### config.mk
export PLATFORM = sky130hd
export DESIGN_NAME = add_arbiter_flat
export DESIGN_NICKNAME = d
export VERILOG_FILES = /design/src/rtl/add_arbiter_if.sv /design/src/rtl/add_arbiter.sv /design/src/flat_wrapper.sv
export SDC_FILE = /design/constraint.sdc
export NUM_CORES = 1
export LEC_CHECK = 0
export CELL_PAD_IN_SITES_DETAIL_PLACEMENT = 0
export CELL_PAD_IN_SITES_GLOBAL_PLACEMENT = 1
export CORE_MARGIN = 3
export CORE_UTILIZATION = 33
export DETAILED_ROUTE_END_ITERATION = 6
export PLACE_DENSITY_LB_ADDON = 0.1
export SYNTH_ARGS = -nofsm -noshare
export SYNTH_HDL_FRONTEND = slang
export SYNTH_SLANG_ARGS = --single-unit
### constraint.sdc
create_clock -name clk -period 7.2 [get_ports clk]
set_input_delay 0.72 -clock clk [delete_from_list [all_inputs] [get_ports clk]]
set_output_delay 0.72 -clock clk [all_outputs]
set_load 0.02 [all_outputs]
### src/rtl/add_arbiter_if.sv
// add_arbiter_if: request and response channels of the shared-adder arbiter
interface add_arbiter_if #(parameter int WIDTH = 16);
  logic             req0_valid;
  logic             req0_ready;
  logic [WIDTH-1:0] req0_a;
  logic [WIDTH-1:0] req0_b;
  logic             req0_sub;
  logic             req1_valid;
  logic             req1_ready;
  logic [WIDTH-1:0] req1_a;
  logic [WIDTH-1:0] req1_b;
  logic             req1_sub;
  logic             rsp_valid;
  logic             rsp_ready;
  logic             rsp_id;
  logic [WIDTH-1:0] rsp_sum;
  logic             rsp_n;
  logic             rsp_z;
  logic             rsp_v;
  modport slave (
    input  req0_valid, req0_a, req0_b, req0_sub,
    input  req1_valid, req1_a, req1_b, req1_sub,
    input  rsp_ready,
    output req0_ready, req1_ready,
    output rsp_valid, rsp_id, rsp_sum, rsp_n, rsp_z, rsp_v
  );
  modport master (
    output req0_valid, req0_a, req0_b, req0_sub,
    output req1_valid, req1_a, req1_b, req1_sub,
    output rsp_ready,
    input  req0_ready, req1_ready,
    input  rsp_valid, rsp_id, rsp_sum, rsp_n, rsp_z, rsp_v
  );
endinterface

### src/rtl/add_arbiter.sv
// add_arbiter: round-robin sharing of one CLA adder between two requesters
module add_arbiter #(parameter int WIDTH = 16) (
  input logic         clk,
  input logic         rst,
  add_arbiter_if.slave bus
);
  localparam int NG = WIDTH / 4;
  localparam int M = WIDTH - 1;
  typedef enum logic {EMPTY, FULL} state_t;
  state_t           r_state, w_state_nxt;
  logic             r_last, r_id, r_n, r_z, r_v;
  logic [WIDTH-1:0] r_sum;
  logic             w_can, w_gnt, w_acc, w_sub;
  logic [WIDTH-1:0] w_a, w_bsel, w_p, w_g, w_c, w_sum;
  logic [NG-1:0]    w_gc;
  // Grant never depends on operands, so ready stays off the adder path.
  assign w_can = (r_state == EMPTY) | bus.rsp_ready;
  assign w_gnt = (bus.req0_valid & bus.req1_valid) ? ~r_last : bus.req1_valid;
  assign bus.req0_ready = w_can & ~w_gnt;
  assign bus.req1_ready = w_can & w_gnt;
  assign w_acc = w_can & (w_gnt ? bus.req1_valid : bus.req0_valid);
  assign w_a = w_gnt ? bus.req1_a : bus.req0_a;
  assign w_sub = w_gnt ? bus.req1_sub : bus.req0_sub;
  assign w_bsel = (w_gnt ? bus.req1_b : bus.req0_b) ^ {WIDTH{w_sub}};
  assign w_p = w_a ^ w_bsel;
  assign w_g = w_a & w_bsel;
  assign w_gc[0] = w_sub;
  for (genvar k = 0; k < NG; k++) begin : g_cla
    logic [3:0] w_gp, w_gg;
    logic       w_ci;
    assign w_gp = w_p[4*k +: 4];
    assign w_gg = w_g[4*k +: 4];
    assign w_ci = w_gc[k];
    assign w_c[4*k]   = w_ci;
    assign w_c[4*k+1] = w_gg[0] | (w_gp[0] & w_ci);
    assign w_c[4*k+2] = w_gg[1] | (w_gp[1] & w_gg[0]) | (&w_gp[1:0] & w_ci);
    assign w_c[4*k+3] = w_gg[2] | (w_gp[2] & w_gg[1]) | (&w_gp[2:1] & w_gg[0]) | (&w_gp[2:0] & w_ci);
    if (k < NG - 1) begin : g_next
      assign w_gc[k+1] = w_gg[3] | (w_gp[3] & w_gg[2]) | (&w_gp[3:2] & w_gg[1])
                       | (&w_gp[3:1] & w_gg[0]) | (&w_gp & w_ci);
    end
  end
  assign w_sum = w_p ^ w_c;
  // State register: FULL whenever the result register holds an unconsumed result.
  always_ff @(posedge clk or posedge rst) begin
    if (rst) r_state <= EMPTY;
    else     r_state <= w_state_nxt;
  end
  // Next state: a new accept refills, otherwise a consumed result empties.
  always_comb begin
    w_state_nxt = w_acc ? FULL : (w_can ? EMPTY : r_state);
  end
  // Result capture with flags; last points at the most recent winner.
  always_ff @(posedge clk or posedge rst) begin
    if (rst) begin
      r_last <= 1'b1;
      r_id   <= 1'b0;
      r_sum  <= '0;
      r_n    <= 1'b0;
      r_z    <= 1'b0;
      r_v    <= 1'b0;
    end else if (w_acc) begin
      r_last <= w_gnt;
      r_id   <= w_gnt;
      r_sum  <= w_sum;
      r_n    <= w_sum[M];
      r_z    <= (w_sum == '0);
      r_v    <= (w_a[M] == w_bsel[M]) & (w_sum[M] != w_a[M]);
    end
  end
  assign bus.rsp_valid = (r_state == FULL);
  assign bus.rsp_id    = r_id;
  assign bus.rsp_sum   = r_sum;
  assign bus.rsp_n     = r_n;
  assign bus.rsp_z     = r_z;
  assign bus.rsp_v     = r_v;
endmodule

### src/flat_wrapper.sv
// flat-port wrapper written by rule: the top's interface ports become plain ports
module add_arbiter_flat 
#(parameter int WIDTH = 16)
  (clk, rst, bus_req0_valid, bus_req0_a, bus_req0_b, bus_req0_sub, bus_req1_valid, bus_req1_a, bus_req1_b, bus_req1_sub, bus_rsp_ready, bus_req0_ready, bus_req1_ready, bus_rsp_valid, bus_rsp_id, bus_rsp_sum, bus_rsp_n, bus_rsp_z, bus_rsp_v);
  add_arbiter_if #(.WIDTH(WIDTH)) bus_i ();
  input logic clk;
  input logic rst;
  input wire logic [$bits(bus_i.req0_valid)-1:0] bus_req0_valid;
  input wire logic [$bits(bus_i.req0_a)-1:0] bus_req0_a;
  input wire logic [$bits(bus_i.req0_b)-1:0] bus_req0_b;
  input wire logic [$bits(bus_i.req0_sub)-1:0] bus_req0_sub;
  input wire logic [$bits(bus_i.req1_valid)-1:0] bus_req1_valid;
  input wire logic [$bits(bus_i.req1_a)-1:0] bus_req1_a;
  input wire logic [$bits(bus_i.req1_b)-1:0] bus_req1_b;
  input wire logic [$bits(bus_i.req1_sub)-1:0] bus_req1_sub;
  input wire logic [$bits(bus_i.rsp_ready)-1:0] bus_rsp_ready;
  output wire logic [$bits(bus_i.req0_ready)-1:0] bus_req0_ready;
  output wire logic [$bits(bus_i.req1_ready)-1:0] bus_req1_ready;
  output wire logic [$bits(bus_i.rsp_valid)-1:0] bus_rsp_valid;
  output wire logic [$bits(bus_i.rsp_id)-1:0] bus_rsp_id;
  output wire logic [$bits(bus_i.rsp_sum)-1:0] bus_rsp_sum;
  output wire logic [$bits(bus_i.rsp_n)-1:0] bus_rsp_n;
  output wire logic [$bits(bus_i.rsp_z)-1:0] bus_rsp_z;
  output wire logic [$bits(bus_i.rsp_v)-1:0] bus_rsp_v;
  assign bus_i.req0_valid = bus_req0_valid;
  assign bus_i.req0_a = bus_req0_a;
  assign bus_i.req0_b = bus_req0_b;
  assign bus_i.req0_sub = bus_req0_sub;
  assign bus_i.req1_valid = bus_req1_valid;
  assign bus_i.req1_a = bus_req1_a;
  assign bus_i.req1_b = bus_req1_b;
  assign bus_i.req1_sub = bus_req1_sub;
  assign bus_i.rsp_ready = bus_rsp_ready;
  assign bus_req0_ready = bus_i.req0_ready;
  assign bus_req1_ready = bus_i.req1_ready;
  assign bus_rsp_valid = bus_i.rsp_valid;
  assign bus_rsp_id = bus_i.rsp_id;
  assign bus_rsp_sum = bus_i.rsp_sum;
  assign bus_rsp_n = bus_i.rsp_n;
  assign bus_rsp_z = bus_i.rsp_z;
  assign bus_rsp_v = bus_i.rsp_v;
  add_arbiter #(.WIDTH(WIDTH)) u_core (.clk(clk), .rst(rst), .bus(bus_i));
endmodule
Yosys cells after proc, flatten, opt, wreduce, memory -nomap -nowiden
Cells that the tools add are included.
- reductions and logical operators: 23
- eq/ne operators: 2
- muxes and demuxes: 7
- bitwise gates (word level): 85
- operators with widths (kind ; number):
    bitwise XOR 16 bit ; 3
    AND 1 bit ; 41
    bitwise OR 1 bit ; 37
    2-to-1 mux 16 bit ; 2
    AND reduction 2 bit ; 11
    AND reduction 3 bit ; 7
    zero test 16 bit ; 1
    AND 15 bit ; 1
    AND reduction 4 bit ; 3
    2-to-1 mux 1 bit ; 5
    NOT 1 bit ; 3
    nonzero test 2 bit ; 1
    equality test 1 bit ; 1
    inequality test 1 bit ; 1
- input bits: 71
- flip-flop bits (word level): 22

Depth between registers and ports, before layout
- depth after elaboration: 19
- gate-level depth with buffers: 18

Worst setup path before layout
No wires, ideal clock.
- kind: input port to flip-flop
- start: input port bus_req1_valid
- end: register u_core.r_z (netlist: u_core.bus.rsp_z)
- cell stages on the path: 18
- arrival: 4311 ps
- buffers on the path: 3
- data required time: 7096 ps
- path slack: 2786 ps
- setup time: 104 ps
- cell sequence: a21boi_2 > buf_6 > mux2_2 > buf_4 > buf_2 > xnor2_1 > ha_1 > nand2_1 > o21ai_0 > o2bb2ai_2 > o21ai_0 > and2_1 > fa_1 > nand3_1 > nor2_1 > nand3_1 > nand4b_1 > o41ai_2
- word-level cells in the longest chain between the ends: 18
- elaborated cells between the ends (all ways): 105
- RTL lines (element ; line ; source):
    from (decl) ; flat_wrapper.sv:12 ; input wire logic [$bits(bus_i.req1_valid)-1:0] bus_req1_valid;
    AND 1 bit ; add_arbiter.sv:18 ; assign w_gnt = (bus.req0_valid & bus.req1_valid) ? ~r_last : bus.req1_valid;
    2-to-1 mux 1 bit ; add_arbiter.sv:18 ;
    2-to-1 mux 16 bit or 2-to-1 mux 1 bit (tied branches) ; add_arbiter.sv:24, add_arbiter.sv:23 ;
    bitwise XOR 16 bit ; add_arbiter.sv:24 ; assign w_bsel = (w_gnt ? bus.req1_b : bus.req0_b) ^ {WIDTH{w_sub}};
    bitwise XOR 16 bit or AND 15 bit (tied branches) ; add_arbiter.sv:25, add_arbiter.sv:26 ;
    AND 1 bit or AND reduction 2 bit (tied branches) ; add_arbiter.sv:39 ; assign w_gc[k+1] = w_gg[3] | (w_gp[3] & w_gg[2]) | (&w_gp[3:2] & w_gg[1])
    bitwise OR 1 bit or AND 1 bit (tied branches) ; add_arbiter.sv:39 ;
    bitwise OR 1 bit ; add_arbiter.sv:39 ;
    bitwise OR 1 bit (2 in series) ; add_arbiter.sv:40 ; | (&w_gp[3:1] & w_gg[0]) | (&w_gp & w_ci);
    AND 1 bit ; add_arbiter.sv:40 ;
    bitwise OR 1 bit ; add_arbiter.sv:40 ;
    AND 1 bit ; add_arbiter.sv:40 ;
    bitwise OR 1 bit ; add_arbiter.sv:40 ;
    AND 1 bit, on equally long branches ; add_arbiter.sv:35, add_arbiter.sv:36, add_arbiter.sv:37 ;
    bitwise OR 1 bit, on equally long branches ; add_arbiter.sv:35, add_arbiter.sv:36, add_arbiter.sv:37 ;
    bitwise XOR 16 bit ; add_arbiter.sv:43 ; assign w_sum = w_p ^ w_c;
    zero test 16 bit ; add_arbiter.sv:67 ; r_z <= (w_sum == '0);
    to (signal assigned) ; add_arbiter.sv:67 ;
    to (decl) ; add_arbiter.sv:11 ; logic r_last, r_id, r_n, r_z, r_v;
Several ways; a longest one is shown, not always the timed one.
A chain may end at the register's enable or synchronous reset.

Worst setup path in the final report
Same ends and word-level chain as after synthesis.

==> results.py <==
metrics = {
    "critical_path": {
        "crit_type": "primary input to flip-flop",
        "path_max_fanout": 35,
        "r2r_cells": 15,
        "crit_required_ps": 7370,
        "worstSetupStartpoint": "bus_req1_valid",
        "cp-end-kind": "flip-flop",
        "reg2reg_from": "u_core.r_last",
        "arrival_ps": 4930,
        "startpoint_type": "primary input",
    },
    "power_and_ir_drop": {
        "powerDensity_nw_per_um2": 233.0,
        "power_frac_seq": 0.248,
        "p_sw_frac": 0.4098,
        "power.total_w": 0.0007409,
        "internal_power_w": 0.0004373,
        "combPwrFrac": 0.642,
        "vdd_ir_drop_max_mv": 0.1591,
        "power_frac_clock": 0.110,
        "p_sw_w": 0.0003036,
        "leakage_nw": 1.322,
    },
    "global_routing": {
        "grt_pass1_wl_um": 8907,
        "grt_pass1_vias": 1919,
        "antenna_found_initial": 0,
        "grt-ovfl-total": 0,
        "grt_start_max_net_pins": 36,
        "track_usage": 0.1442,
    },
    "layout": {
        "num_antenna_cells": 0,
        "stdcell_count": 398,
        "nets": 413,
        "final_common_cell": "clkdlybuf4s50_1",
        "final_cell_mix": "clkdlybuf4s50_1 (93), mux2i_1 (24), xnor2_1 (21), dfrtp_1 (20), nand2_1 (19)",
        "syn2layout_area_growth_pct": 47.79,
        "utilization": 0.5188,
        "drive_above_1_share": 0.08359,
    },
    "floorplanning": {
        "start_util": 0.3510,
        "rows": 28,
        "core_area_sq_um": 6131,
        "die_x_um": 86.76,
        "ios": 94,
        "die_y_um": 86.76,
        "die_area_sq_um": 7526,
    },
    "route": {
        "drt_first_pass_iters": 6,
        "drt_first_iter_violations": 72,
        "routedWlPerCell_um": 13.30,
        "num_vias": 1930,
        "drc": 0,
        "vias_per_cell": 4.849,
        "ant_nets": 0,
        "routed_wl_um": 5293,
    },
    "clock_network": {
        "postCtsSetupBuffers": 0,
        "insertion_delay_ps": 260,
        "cts-root-buf": "clkbuf_8",
        "h-tree-depth": 1,
        "cts_tree": "built",
        "cts_buffer_depth": 2,
        "clk_pin_slew_ps": 80,
        "cts_resized": 0,
        "cts_buffers": 3,
        "cts_hold_buf": 0,
        "clock-sinks": 21,
    },
    "timing": {
        "relSlewSlack": 0.4289,
        "finClkSkew_ps": 1.448,
        "drv_slew": 0,
        "grt_setup_unrepaired": "no",
        "period_minus_slack_ps": 4762,
        "period_share": 0.6614,
        "hold_slack_ps": 480.1,
        "max_freq_mhz": 210.0,
        "setup_viol": 0,
        "finalHoldViolations": 0,
        "final.setup.tns_ps": 0,
        "worst_pin_slew_ps": 855.7,
    },
    "synthesis": {
        "synth_cells": 236,
        "syn-num-nets": 325,
        "synth_area_sq_um": 2152,
        "ys_warn_count": 0,
        "ys_ff_latch": 21,
        "avgSynthCellArea_sq_um": 9.119,
        "synth_cell_types": 40,
        "yosysSeqAreaShare": 0.2448,
    },
    "status": {
        "outcome": "finished, final reports clean",
    },
    "placement": {
        "portBuffers": 93,
        "place_congestion": 0.7802,
        "dp.cells": 394,
        "dp_hpwl_um": 4376,
    },
    "worst_hold_path": {
        "hold_class": "flip-flop to flip-flop",
        "worstHoldStart": "u_core.bus.rsp_sum[14]",
        "worstHoldPathCells": 2,
    },
    "run": {
        "cap_violations": 0,
    },
}
==> power by group through the flow <==
stage | Sequential, W | Clock (W) | Combinational (W)
2_1_floorplan | 0.000235 | 0 | 0.000251
3_3_place_gp | 0.000186 | 0 | 0.000482
3_5_place_dp | 0.000187 | 0 | 0.000482
4_1_cts | 0.000185 | 0.0000844 | 0.000484
5_1_grt | 0.000190 | 0.0000884 | 0.000525
6_report | 0.000184 | 0.0000816 | 0.000476
==> final timing paths <==
check                           slack, ps                      to
worst max-delay path                 2440        u_core.bus.rsp_z
worst min-delay path                  480  u_core.bus.rsp_sum[14]
worst max register to register       2990        u_core.bus.rsp_z
worst min register to register        480  u_core.bus.rsp_sum[14]
max in group asynchronous            5750        u_core.bus.rsp_z
min in group asynchronous             930       u_core.bus.rsp_id
==> kinds of logic after synthesis <==
kind of cell    Yosys count  synth area share
buf+inv                  20           0.04244
fa+ha+maj                18            0.1151
mux                      40            0.1953
simple gates             60            0.1314
xor+xnor                 29            0.1180
flops                    21            0.2448
compound gates           48            0.1529
==> per-stage QoR <==
stage	area [sq um]	setup slack (ps)
2_1_floorplan	2152	2786
3_3_place_gp	3134	2204
3_5_place_dp	3134	2101
4_1_cts	3181	2379
5_1_grt	3181	1963
6_report	3181	2438
==> layout make-up <==
cell class,count,area (sq um)
Clock inverter,1,5.005
Sequential cell,21,526.8
Tap cell,75,93.84
Timing Repair Buffer,94,938.4
Clock buffer,3,41.29
Multi-Input combinational cell,195,1541
Fill cell,590,2950
Inverter,9,33.78
==> Yosys cell counts <==
master,n,area (sq um)
nand4_1,1,6.260
nor2b_1,2,12.51
o2bb2ai_2,1,15.01
a21boi_2,1,11.26
o21ai_1,1,5.000
buf_2,1,5.000
nand2b_1,1,6.260
buf_4,2,15.01
clkbuf_1,7,26.28
nand3_1,2,10.01
dfrtp_1,20,500.5
fa_1,3,60.06
or3_1,3,18.77
a21o_1,4,30.03
nand3b_1,1,7.510
nand4b_1,1,8.760
and3_1,2,12.51
nor2_1,16,60.06
mux2_2,16,180.2
xnor2_1,21,183.9
inv_1,9,33.78
o41ai_2,1,16.27
o21a_1,5,37.54
nor3b_1,1,7.510
a31oi_2,1,12.51
o21ai_0,13,65.06
o41a_1,1,11.26
and2_1,4,25.02
mux2i_1,24,240.2
ha_1,15,187.7
o31a_1,2,17.52
nor3_1,6,30.03
nand2_1,19,71.32
a21oi_1,11,55.05
o31ai_1,5,37.54
buf_6,1,11.26
a211oi_1,2,15.01
dfstp_2,1,26.28
or2_2,1,6.260
xor2_1,8,70.07
==> state kept, by name, summed over array words and instances, names as in the netlist <==
| signal | count |
|---|---|
| u_core.bus.rsp_valid | 1 |
| u_core.bus.rsp_sum | 15 |
| u_core.r_last | 1 |
| u_core.bus.rsp_v | 1 |
| u_core.bus.rsp_z | 1 |
| u_core.bus.rsp_n | 1 |
| u_core.bus.rsp_id | 1 |
==> worst max-delay path, cell delays in order <==
cell	delay (ps)
clkdlybuf4s50_1	480
a21boi_4	180
buf_4	440
mux2_2	400
ha_1	360
nand2_1	80
o21ai_0	320
o2bb2ai_2	180
o21ai_0	210
and2_1	230
fa_1	550
nand3_1	80
nor2_1	100
nand3_1	70
nand4b_1	200
o41ai_2	280
==> routing by layer <==
metal | track usage | routed length [um] | vias to the layer above
met5 | 0 | 0 | -
met4 | 0.02550 | 36 | 0
met3 | 0.01711 | 335 | 2
met2 | 0.2399 | 2408 | 61
met1 | 0.2026 | 2513 | 858
li1 | - | - | 1009
Power figures use the tool's default switching activity.
